==> src/rtl/oh_iobufds_pkg.sv <==
// Shared definitions for the differential pad bank sequencer: state codes and
// the width helper for the turn/settle/idle counters.
package oh_iobufds_pkg;

    typedef enum logic [2:0] {
        ST_OFF     = 3'd0,
        ST_RX_WAKE = 3'd1,
        ST_RX      = 3'd2,
        ST_TX_PREP = 3'd3,
        ST_TX      = 3'd4,
        ST_RX_TURN = 3'd5,
        ST_PARK    = 3'd6
    } state_e;

    // Wide enough to hold the largest of the three intervals.
    function automatic int cnt_width(input int turn_c, input int settle_c, input int idle_c);
        int m;
        m = turn_c;
        if (settle_c > m) m = settle_c;
        if (idle_c > m) m = idle_c;
        return ($clog2(m + 1) < 1) ? 1 : $clog2(m + 1);
    endfunction

endpackage

==> src/rtl/oh_iobufds_timer.sv <==
// Loadable down-counter with zero flag; times the turnaround and settle intervals.
module oh_iobufds_timer
    import oh_iobufds_pkg::*;
#(
    parameter int W = 4
) (
    input  logic         clk,
    input  logic         reset,
    input  logic         i_load,
    input  logic [W-1:0] i_load_val,
    output logic         o_zero
);

    logic [W-1:0] r_count;

    always_ff @(posedge clk or posedge reset) begin
        if (reset) begin
            r_count <= '0;
        end else if (i_load) begin
            r_count <= i_load_val;
        end else if (r_count != '0) begin
            r_count <= r_count - 1'b1;
        end
    end

    assign o_zero = (r_count == '0);

endmodule

==> src/rtl/oh_iobufds_seq.sv <==
// Direction and power sequencer for a bank of differential bidirectional pads.
// All lane controls are bank-wide and registered from the next-state decode.
module oh_iobufds_seq
    import oh_iobufds_pkg::*;
#(
    parameter int N             = 8,
    parameter int TURN_CYCLES   = 4,
    parameter int SETTLE_CYCLES = 8,
    parameter int IDLE_CYCLES   = 64,
    parameter int USE_IBUFDIS   = 1
) (
    input  logic         clk,
    input  logic         reset,
    input  logic         req_tx,
    input  logic         req_rx,
    input  logic [N-1:0] din,
    output logic         tx_ready,
    output logic [N-1:0] dout,
    output logic         rx_valid,
    output logic [2:0]   state,
    output logic [N-1:0] io_i,
    output logic [N-1:0] io_t,
    output logic [N-1:0] io_dcitermdisable,
    output logic [N-1:0] io_ibufdisable,
    input  logic [N-1:0] io_o
);

    localparam int CW = cnt_width(TURN_CYCLES, SETTLE_CYCLES, IDLE_CYCLES);
    localparam logic [CW-1:0] TURN_LD   = CW'(TURN_CYCLES - 1);
    localparam logic [CW-1:0] SETTLE_LD = CW'(SETTLE_CYCLES - 1);
    localparam logic [CW-1:0] IDLE_LAST = CW'(IDLE_CYCLES - 1);
    localparam logic          IBUF_SEQ  = (USE_IBUFDIS != 0);

    state_e        r_state;
    state_e        w_next;
    logic [CW-1:0] r_idle;
    logic          w_idle;
    logic          w_timeout;
    logic          w_zero;
    logic          w_load;
    logic [CW-1:0] w_load_val;
    logic          w_rx_side;

    logic          r_tx_ready;
    logic          r_rx_valid;
    logic [N-1:0]  r_dout;
    logic [N-1:0]  r_io_i;
    logic [N-1:0]  r_io_t;
    logic [N-1:0]  r_dci;
    logic [N-1:0]  r_ibuf;

    assign w_idle    = !req_tx && !req_rx;
    assign w_timeout = w_idle && (r_idle == IDLE_LAST);

    always_comb begin
        w_next = r_state;
        case (r_state)
            ST_OFF: begin
                if (req_tx)      w_next = ST_TX_PREP;
                else if (req_rx) w_next = ST_RX_WAKE;
            end
            ST_RX_WAKE: begin
                if (req_tx)      w_next = ST_TX_PREP;
                else if (w_zero) w_next = ST_RX;
            end
            ST_RX: begin
                if (req_tx)         w_next = ST_TX_PREP;
                else if (w_timeout) w_next = ST_OFF;
            end
            ST_TX_PREP: begin
                if (w_zero) w_next = req_tx ? ST_TX : ST_OFF;
            end
            ST_TX: begin
                if (!req_tx && req_rx) w_next = ST_RX_TURN;
                else if (w_timeout)    w_next = ST_PARK;
            end
            ST_RX_TURN: begin
                if (w_zero) w_next = ST_RX_WAKE;
            end
            ST_PARK: begin
                if (w_zero) w_next = ST_OFF;
            end
            default: w_next = ST_OFF;
        endcase
    end

    // The timer reloads on entry to any timed state, so it reads zero exactly
    // on the last cycle of that state's interval.
    assign w_load = (w_next != r_state) &&
                    ((w_next == ST_RX_WAKE) || (w_next == ST_TX_PREP) ||
                     (w_next == ST_RX_TURN) || (w_next == ST_PARK));
    assign w_load_val = (w_next == ST_RX_WAKE) ? SETTLE_LD : TURN_LD;

    oh_iobufds_timer #(.W(CW)) u_timer (
        .clk        (clk),
        .reset      (reset),
        .i_load     (w_load),
        .i_load_val (w_load_val),
        .o_zero     (w_zero)
    );

    always_ff @(posedge clk or posedge reset) begin
        if (reset) begin
            r_idle <= '0;
        end else if ((w_next != r_state) || !w_idle) begin
            r_idle <= '0;
        end else if (r_idle < IDLE_LAST) begin
            r_idle <= r_idle + 1'b1;
        end
    end

    assign w_rx_side = (w_next == ST_RX_WAKE) || (w_next == ST_RX);

    always_ff @(posedge clk or posedge reset) begin
        if (reset) begin
            r_state    <= ST_OFF;
            r_tx_ready <= 1'b0;
            r_rx_valid <= 1'b0;
            r_dout     <= '0;
            r_io_i     <= '0;
            r_io_t     <= '1;
            r_dci      <= '1;
            r_ibuf     <= {N{IBUF_SEQ}};
        end else begin
            r_state    <= w_next;
            r_tx_ready <= (w_next == ST_TX);
            r_rx_valid <= (w_next == ST_RX);
            r_dout     <= (w_next == ST_RX) ? io_o : '0;
            r_io_i     <= ((r_state == ST_TX) && (w_next == ST_TX)) ? din : '0;
            r_io_t     <= {N{w_next != ST_TX}};
            r_dci      <= {N{!w_rx_side}};
            r_ibuf     <= {N{IBUF_SEQ && !w_rx_side}};
        end
    end

    assign state             = r_state;
    assign tx_ready          = r_tx_ready;
    assign rx_valid          = r_rx_valid;
    assign dout              = r_dout;
    assign io_i              = r_io_i;
    assign io_t              = r_io_t;
    assign io_dcitermdisable = r_dci;
    assign io_ibufdisable    = r_ibuf;

    a_no_drive_while_receiving: assert property (@(posedge clk) disable iff (reset)
        ((~r_io_t & ~r_dci) == '0) && (!IBUF_SEQ || ((~r_io_t & ~r_ibuf) == '0)));

    a_tx_after_full_turn: assert property (@(posedge clk) disable iff (reset)
        ((r_state == ST_TX) && ($past(r_state) != ST_TX)) |->
        (($past(r_state) == ST_TX_PREP) &&
         ($past(r_state, TURN_CYCLES) == ST_TX_PREP) &&
         ($past(r_state, TURN_CYCLES + 1) != ST_TX_PREP)));

endmodule

==> config.mk <==
export PLATFORM = sky130hd
export DESIGN_NAME = oh_iobufds_seq
export DESIGN_NICKNAME = d
export VERILOG_FILES = /design/src/rtl/oh_iobufds_pkg.sv /design/src/rtl/oh_iobufds_timer.sv /design/src/rtl/oh_iobufds_seq.sv
export SDC_FILE = /design/constraint.sdc
export NUM_CORES = 1
export LEC_CHECK = 0
export BUFFER_PORTS_ARGS = -buffer_cell sky130_fd_sc_hd__buf_2
export CAP_MARGIN = 20
export CORE_ASPECT_RATIO = 1.5
export CORE_MARGIN = 1.5
export CORE_UTILIZATION = 58
export CTS_BUF_LIST = sky130_fd_sc_hd__clkbuf_4 sky130_fd_sc_hd__clkbuf_8
export DETAILED_ROUTE_END_ITERATION = 10
export GPL_TIMING_DRIVEN = 1
export PLACE_DENSITY = 0.88
export SLEW_MARGIN = 20
export SYNTH_ARGS = -nofsm -noshare
export SYNTH_HDL_FRONTEND = slang
export SYNTH_HIERARCHICAL = 1
export SYNTH_SLANG_ARGS = --single-unit
==> constraint.sdc <==
create_clock -name clk -period 4.55 [get_ports clk]
set_clock_uncertainty 0.15 [all_clocks]
set_input_delay 0.2275 -clock clk [delete_from_list [all_inputs] [get_ports clk]]
set_output_delay 0.2275 -clock clk [all_outputs]
set_load 0.05 [all_outputs]
# == Word-level counts from Yosys, hierarchy flattened ==
# Index checks and enable logic that the tools add are counted.
# word_totals
regBits,37
latchBits,0
ramBits,0
rom_bits,0
inputBits,20
n_memories,0
# classes
addsub,2
n_mul,0
n_div,0
magnitude_cmp,1
eq_ne,15
shifts,0
muxes,20
bitwise_logic,0
n_reduce_logical,19
# ops
operator,count
$mux 3,13
$mux 7,4
$pmux 3 s7,1
$eq 3x3->1 const B,6
$mux 8,2
$eq 3x2->1 const B,4
$add 7x1->7 const B,1
$eq 7x6->1 const B,1
$logic_not 7->1,1
$lt 7x6->1 const B,1
$reduce_bool 7->1,1
$sub 7x1->7 const B,1
$eq 3x1->1 const B,2
$logic_and 1x1->1,5
$logic_or 1x1->1,5
$logic_not 1->1,4
$reduce_bool 2->1,2
$logic_not 3->1,1
$ne 3x3->1,1
$ne 3x3->1 const B,1

# == Logic depth before layout (Yosys ltp) ==
# Gate-level depths: netlist of run 1.
# depth
ltp_word,12
depth_mapped,12

# == Cells and area by module ==
# Netlist of run 1, hierarchy kept.
# modules_own_cells
module,instances,cells_each,area_per_inst_um2,seq_area_each_um2
oh_iobufds_seq,1,178,1764.2,753.2
oh_iobufds_timer,1,47,457.9,175.2

# == Least setup slack after synthesis of run 1 ==
# No wires, ideal clock.
# synth_timing
path_kind,flip-flop to flip-flop
from,register u_timer.r_count[4]
to,register u_timer.r_count[0]
arrival_time_ps,2505
required_time_ps,4265
setup_slack_ps,1761
stages_incl_launch_ff,10
n_path_buf,2
period_less_slack_ps,2789
path_cell_list,dfrtp_1 > or4_4 > nor2_4 > nand2_1 > o22ai_2 > o21bai_1 > buf_2 > o2111a_1 > clkbuf_1 > o31ai_1
# synth_via
elab_chain_cells,10
# synth_lines
element,line_no,source
"start, declared",oh_iobufds_timer.sv:14,logic [W-1:0] r_count;
"start signal, assigned",oh_iobufds_timer.sv:20,r_count <= i_load_val;
"start signal, assigned",oh_iobufds_timer.sv:22,r_count <= r_count - 1'b1;
$logic_not 7->1 (*),oh_iobufds_timer.sv:26,assign o_zero = (r_count == '0);
via w_zero,oh_iobufds_seq.sv:39,logic w_zero;
$mux 3,oh_iobufds_seq.sv:64,else if (w_zero) w_next = ST_RX;
$mux 3,oh_iobufds_seq.sv:63,if (req_tx) w_next = ST_TX_PREP;
$pmux 3 s7 (*),oh_iobufds_seq.sv:57,case (r_state)
via w_next[2],oh_iobufds_seq.sv:35,state_e w_next;
$eq 3x1->1 / $eq 3x2->1 (equally long branches),oh_iobufds_seq.sv:90,((w_next == ST_RX_WAKE) || (w_next == ST_TX_PREP) ||
$logic_or 1x1->1 (2 in a row),oh_iobufds_seq.sv:90,
$logic_or 1x1->1,oh_iobufds_seq.sv:91,(w_next == ST_RX_TURN) || (w_next == ST_PARK));
$logic_and 1x1->1 (*),oh_iobufds_seq.sv:89,assign w_load = (w_next != r_state) &&
via w_load,oh_iobufds_seq.sv:40,logic w_load;
$mux 7 / $reduce_bool 2->1 (equally long branches),--,
# The timed path passes the listed nets; every way through them passes the cells marked *.
# A chain may end at the register's enable or synchronous reset.

# == Final worst setup path of run 1 ==
# layout_timing
from,register u_timer.r_count[4]
to,register u_timer.r_count[6]
# layout_via
elab_chain_cells,10
# layout_lines
element,line_no
$logic_not 7->1 (*),oh_iobufds_timer.sv:26
via w_zero,oh_iobufds_seq.sv:39
$mux 3,oh_iobufds_seq.sv:64
$mux 3,oh_iobufds_seq.sv:63
$pmux 3 s7 (*),oh_iobufds_seq.sv:57
$eq 3x1->1 / $eq 3x2->1 (equally long branches),oh_iobufds_seq.sv:90
$logic_or 1x1->1 (2 in a row),oh_iobufds_seq.sv:90
$logic_or 1x1->1,oh_iobufds_seq.sv:91
$logic_and 1x1->1 (*),oh_iobufds_seq.sv:89
via w_load,oh_iobufds_seq.sv:40
$mux 7 / $reduce_bool 2->1 (equally long branches),--
# The timed path passes the listed nets; every way through them passes the cells marked *. The select of a mux whose other input is x is not followed.

==> impl_metrics.yaml, run 1 <==
hold_path:
  holdPathStages: 3
  hold_path_startpoint: "din[4]"
  hp-class: "in -> reg"
  min_delay_worst_endpoint: "io_i[4]"
grt:
  grt_pass1_vias: 1869
  grt_use_total_pct: 26.1
  antenna_found_initial: 0
  grt_overflow: 0
  grt_max_degree: 31
  grt_pass1_wl_um: 8090
worst_setup_path:
  required_ps: 4590
  reg2reg_depth: 10
  timing.rr.end: "u_timer/r_count[6]"
  start_kind: "flop"
  endpoint_kind: "flop"
  cp_max_fo: 15
  arrival_ps: 3280
  r2r-start: "u_timer/r_count[4]"
  crit_type: "reg -> reg"
  reg2reg_slack_ps: 1310
layout:
  fin_area_mm2: 0.00254
  final_common_cell: "buf_2"
  syn2layout_area_growth_pct: 14.2
  diodes: 0
  drive_gt1_share_pct: 34.2
  fin_nets: 297
  fin_util_pct: 68.9
  layout_common_cells: "buf_2 (64), dfrtp_1 (35), nand2_1 (20)"
route:
  drt_iter0_drc: 44
  wire_per_inst_um: 15.5
  wl_um: 4940
  dr_total_vias: 1839
  viasPerCell: 5.78
  drc_errors: 0
  dr.pass1.iters: 4
  drtAntennaViolNets: 0
placement:
  dp_hpwl_um: 3430
  port_buffers: 64
  place.gp.congestion: 0.834
  pre_cts_ws_ps: 1380
  placed_area_mm2: 0.00237
sta:
  fin_crit_sh_pct: 71.3
  slew_headroom_pct: 49.1
  fin_ws_ps: 1310
  tightest_slew_ps: 762
  worst_hold_slack_ps: 12.5
  tns_ps: 0
  fmax_mhz: 308
  report.final.slew_viol_count: 0
  fin_crit_ps: 3240
  setup_viol: 0
  rsz0062_at_grt: "no"
  hold_viol: 0
clocking:
  clockRootBuffer: "clkbuf_8"
  path_clk_slew_ps: 80
  cts_tree: "done"
  cts_htree_levels: 2
  cts.sinks: 37
  cts_inserted_buffers: 5
  clockBufferDepth: 2
  clock_latency_ps: 300
logic_synthesis:
  synthTopCellsByArea: "dfrtp_1 (39%), buf_4 (8.8%), nand2_1 (3.4%)"
  synth-main-ff-cell: "dfrtp_1"
  yosysSeqAreaShare_pct: 41.8
  synth_area_leader_cell: "dfrtp_1"
  syn_area_mm2: 0.00222
  yosys_warnings: 6
  synth_edf_count: 0
  synth.distinct_cells: 62
  ys_ff_latch: 37
  synth.top_cell.area_share_pct: 39.4
  syn_inst: 225
  ys_async_sr_fraction_pct: 100
  syn_avg_cell_area_um2: 9.88
outcome:
  outcome: "complete, no violations"
run:
  max_cap_viol_count: 0
pwr:
  leakage_nw: 1.15
  p_per_area_mw_per_mm2: 626
  ir_worst_vdd_mv: 0.512
floorplan:
  start_util_pct: 60.3
  num_rows: 27
  core_area_mm2: 0.00368
  die_w_um: 53.5
  die_area_mm2: 0.00422
  die_y_um: 78.8
  ioPinCount: 65
-- kinds of logic (layout without fill, tap and decap cells) --
logic type	Yosys count	in the layout	synth area share [%]
other	2	6	0.338
buffers and inverters	44	90	12.7
AO/OA/AOI/OAI	50	50	16.9
flip-flops	37	37	41.8
XOR/XNOR	4	4	1.58
multiplexers	2	2	1.13
adder cells (fa/ha/maj)	4	4	2.20
AND/OR/NAND/NOR	82	82	23.4
-- synthesized netlist by cell type (2+ instances only) --
library cell and n:
o22ai_1 5, clkbuf_1 3, and4b_1 2, dfrtp_1 35, o31ai_1 5, inv_1 9, nor2b_1 4, nand2b_1 4
nand2_1 20, a31o_2 2, xnor2_1 3, ha_1 3, a21oi_1 6, nand4_1 2, nand3_1 6, and3_1 2
conb_1 2, buf_4 26, o211ai_1 5, dfstp_2 2, buf_6 2, nor2_1 7, nor3b_1 10, buf_2 3
o21ai_0 8, a211o_1 2, nor3_1 12
-- sequential cells by signal, summed over array words and instances, names as in the netlist --
signal and flops:
dout 8, io_i 8, r_idle 7, u_timer/r_count 7, state 3, io_ibufdisable 1
io_t 1, rx_valid 1, tx_ready 1
-- worst max path at each step --
stage	from	to	slack, ps	cells past startpoint
after floorplan	u_timer/r_count[4]	u_timer/r_count[0]	1760	9
after global placement	u_timer/r_count[4]	u_timer/r_count[6]	1470	10
after detailed placement	u_timer/r_count[4]	u_timer/r_count[6]	1380	9
after CTS	u_timer/r_count[4]	u_timer/r_count[6]	1320	10
after global routing	u_timer/r_count[4]	u_timer/r_count[6]	1100	9
final	u_timer/r_count[4]	u_timer/r_count[6]	1310	10
-- worst max-delay path, stage by stage, from the launching register on --
cell	delay, ps
dfrtp_1	440
or4_4	590
nor2_4	250
a21oi_1	120
o32a_1	330
and3_4	240
inv_2	180
o2111a_1	560
nor3_1	100
nand3_1	100
nand3_1	70
-- metrics by stage --
stage,cells,power (mW)
after floorplan,229,1.30
after global placement,302,1.33
after detailed placement,302,1.35
after CTS,317,1.59
after global routing,318,1.70
final,318,1.59
-- layout make-up --
class | instances | area (um^2)
Fill cell | 305 | 1140
Tap cell | 43 | 53.8
Timing Repair Buffer | 72 | 400
Clock buffer | 5 | 68.8
Inverter | 10 | 37.5
Sequential cell | 37 | 928
Multi-Input combinational cell | 148 | 1030
Clock inverter | 3 | 21.3
-- per-layer routing --
layer  vias to the layer above  routed length, um  part of all wire (%)  track usage (%)
met3                        24                280                   5.7             6.39
li1                        879                  -                     -                -
met4                         0                232                   4.7             15.4
met1                       857               1770                    36             26.6
met5                         -                  0                     0                0
met2                        79               2650                    54             45.7
-- power breakdown --
group	internal (mW)	total (mW)	leakage [nW]	switching, mW
Clock	0.109	0.236	0.0445	0.128
Sequential	0.397	0.496	0.486	0.0984
Combinational	0.272	0.857	0.619	0.585
Total	0.778	1.59	1.15	0.811
-- what timing repair did --
| action | CTS | global route |
|---|---|---|
| resized for setup | 0 | 0 |
| hold buffers | 7 | 1 |
| buffers inserted | 0 | 0 |
| endpoints found under the hold margin | 13 | 1 |
No activity file was read; power rests on OpenSTA's default activity.
==> run 2: changes to the inputs <==
--- a/config.mk
+++ b/config.mk
@@ -9,11 +9,11 @@
 export CAP_MARGIN = 20
 export CORE_ASPECT_RATIO = 1.5
 export CORE_MARGIN = 1.5
-export CORE_UTILIZATION = 58
+export CORE_UTILIZATION = 54
 export CTS_BUF_LIST = sky130_fd_sc_hd__clkbuf_4 sky130_fd_sc_hd__clkbuf_8
 export DETAILED_ROUTE_END_ITERATION = 10
 export GPL_TIMING_DRIVEN = 1
-export PLACE_DENSITY = 0.88
+export PLACE_DENSITY = 0.83
 export SLEW_MARGIN = 20
 export SYNTH_ARGS = -nofsm -noshare
 export SYNTH_HDL_FRONTEND = slang
==> constraint.sdc (replaced) <==
create_clock -name clk -period 3.08 [get_ports clk]
set_clock_uncertainty 0.15 [all_clocks]
set_input_delay 0.154 -clock clk [delete_from_list [all_inputs] [get_ports clk]]
set_output_delay 0.154 -clock clk [all_outputs]
set_load 0.05 [all_outputs]
==> impl_metrics.yaml, run 2 (synthesis results as in run 1) <==
outcome:
  outcome: "complete, no violations"
floorplan:
  core_area_mm2: 0.00396
  die_y_um: 81.6
  start_util_pct: 56.1
  ioPinCount: 65
  num_rows: 28
  die_w_um: 55.4
  die_area_mm2: 0.00452
clocking:
  path_clk_slew_ps: 80
  clock_latency_ps: 290
  cts_htree_levels: 2
  cts_inserted_buffers: 5
  clockRootBuffer: "clkbuf_8"
  clockBufferDepth: 2
  cts_tree: "done"
  cts.sinks: 37
sta:
  fin_crit_sh_pct: 95.3
  report.final.slew_viol_count: 0
  setup_viol: 0
  fmax_mhz: 341
  tns_ps: 0
  fin_crit_ps: 2940
  hold_viol: 0
  slew_headroom_pct: 52.9
  fin_ws_ps: 144
  rsz0062_at_grt: "no"
  tightest_slew_ps: 702
pwr:
  total_power_mw: 2.40
  ir_worst_vdd_mv: 0.954
  leakage_nw: 1.21
  p_per_area_mw_per_mm2: 899
worst_setup_path:
  reg2reg_depth: 10
  reg2reg_slack_ps: 140
  r2r-start: "u_timer/r_count[4]"
  endpoint_kind: "flop"
  timing.rr.end: "u_timer/r_count[3]"
  arrival_ps: 2970
  crit_path_max_incr_delay_ps: 590
  crit_path_cell_trace: "or4_4 -> nor2_4 -> a21oi_1 -> o32a_1 -> and3_4 -> inv_2 -> o2111a_1 -> buf_4 -> a221oi_2 -> a21o_1"
  required_ps: 3120
  slowest_stage: "or4_4"
  start_kind: "flop"
  crit_type: "reg -> reg"
  cp_max_fo: 11
layout:
  final_common_cell: "buf_2"
  fillers: 315
  layout_common_cells: "buf_2 (64), dfrtp_1 (35), nand2_1 (20)"
  drive_gt1_share_pct: 33.9
  diodes: 0
  syn2layout_area_growth_pct: 20.0
  fin_nets: 311
placement:
  dp_hpwl_um: 3380
  place.gp.congestion: 0.864
  pre_cts_ws_ps: 172
  port_buffers: 64
grt:
  grt_use_total_pct: 22.8
  grt_max_degree: 31
  grt_pass1_vias: 1827
  antenna_found_initial: 0
  grt_overflow: 0
  grt_pass1_wl_um: 7990
route:
  drt_iter0_drc: 49
  dr_total_vias: 1919
  drc_errors: 0
  wl_um: 5040
  drtAntennaViolNets: 0
  viasPerCell: 5.75
  wire_per_inst_um: 15.1
  dr.pass1.iters: 4
hold_path:
  min_delay_worst_endpoint: "r_idle[5]"
  holdPathStages: 4
  hold_path_startpoint: "req_rx"
  hp-class: "in -> reg"
run:
  max_cap_viol_count: 0
## run 2: power breakdown
part	total (mW)	switching, mW	leakage (nW)	internal, mW
logic	1.32	0.881	0.682	0.442
registers	0.729	0.142	0.486	0.587
clock network	0.345	0.185	0.0445	0.160
total	2.40	1.21	1.21	1.19
## run 2: layer usage
metal | up-vias | track usage, % | routed length, um
li1 | 907 | - | -
met1 | 923 | 20.1 | 1870
met2 | 66 | 44.6 | 2690
met3 | 23 | 5.04 | 239
met4 | 0 | 16.6 | 237
met5 | - | 0 | 0
## run 2: critical path: cells and delay by family (launching register included)
family	cells	cell delay, ps
AOI/OAI and AO/OA	5	900
and+or+nand+nor	3	1080
DFF	1	440
buffers and inverters	2	260
## run 2: timing repair
action | in CTS | in global routing
hold endpoints to repair | 51 | 0
gates resized for setup | 0 | 0
setup buffers | 0 | 0
hold buffers | 17 | 0
## run 2: layout make-up
| class | count | area, um^2 | share of cell area (%) |
|---|---|---|---|
| clock buffer | 5 | 68.8 | 2.58 |
| clock inverter | 3 | 21.3 | 0.797 |
| inverter | 10 | 37.5 | 1.41 |
| multi-input combinational | 148 | 1030 | 38.5 |
| sequential | 37 | 928 | 34.8 |
| tap | 45 | 56.3 | 2.11 |
| timing repair buffer | 86 | 528 | 19.8 |
## run 2: worst max path at each step
stage / start / end
global placement: u_timer/r_count[4] / u_timer/r_count[3]
floorplan: u_timer/r_count[4] / u_timer/r_count[0]
CTS: u_timer/r_count[4] / u_timer/r_count[3]
detailed placement: u_timer/r_count[4] / u_timer/r_count[3]
global route: u_timer/r_count[4] / u_timer/r_count[3]
finish: u_timer/r_count[4] / u_timer/r_count[3]
## run 2: stage by stage
step | hold slack (ps) | area [um^2] | instances | util [%]
floorplan | -193 | 2240 | 229 | -
global placement | -44.0 | 2410 | 309 | 60.8
detailed placement | -37.6 | 2410 | 309 | 60.8
CTS | 147 | 2670 | 334 | 67.4
global route | 164 | 2670 | 334 | 67.4
finish | 155 | 2670 | 334 | 67.4
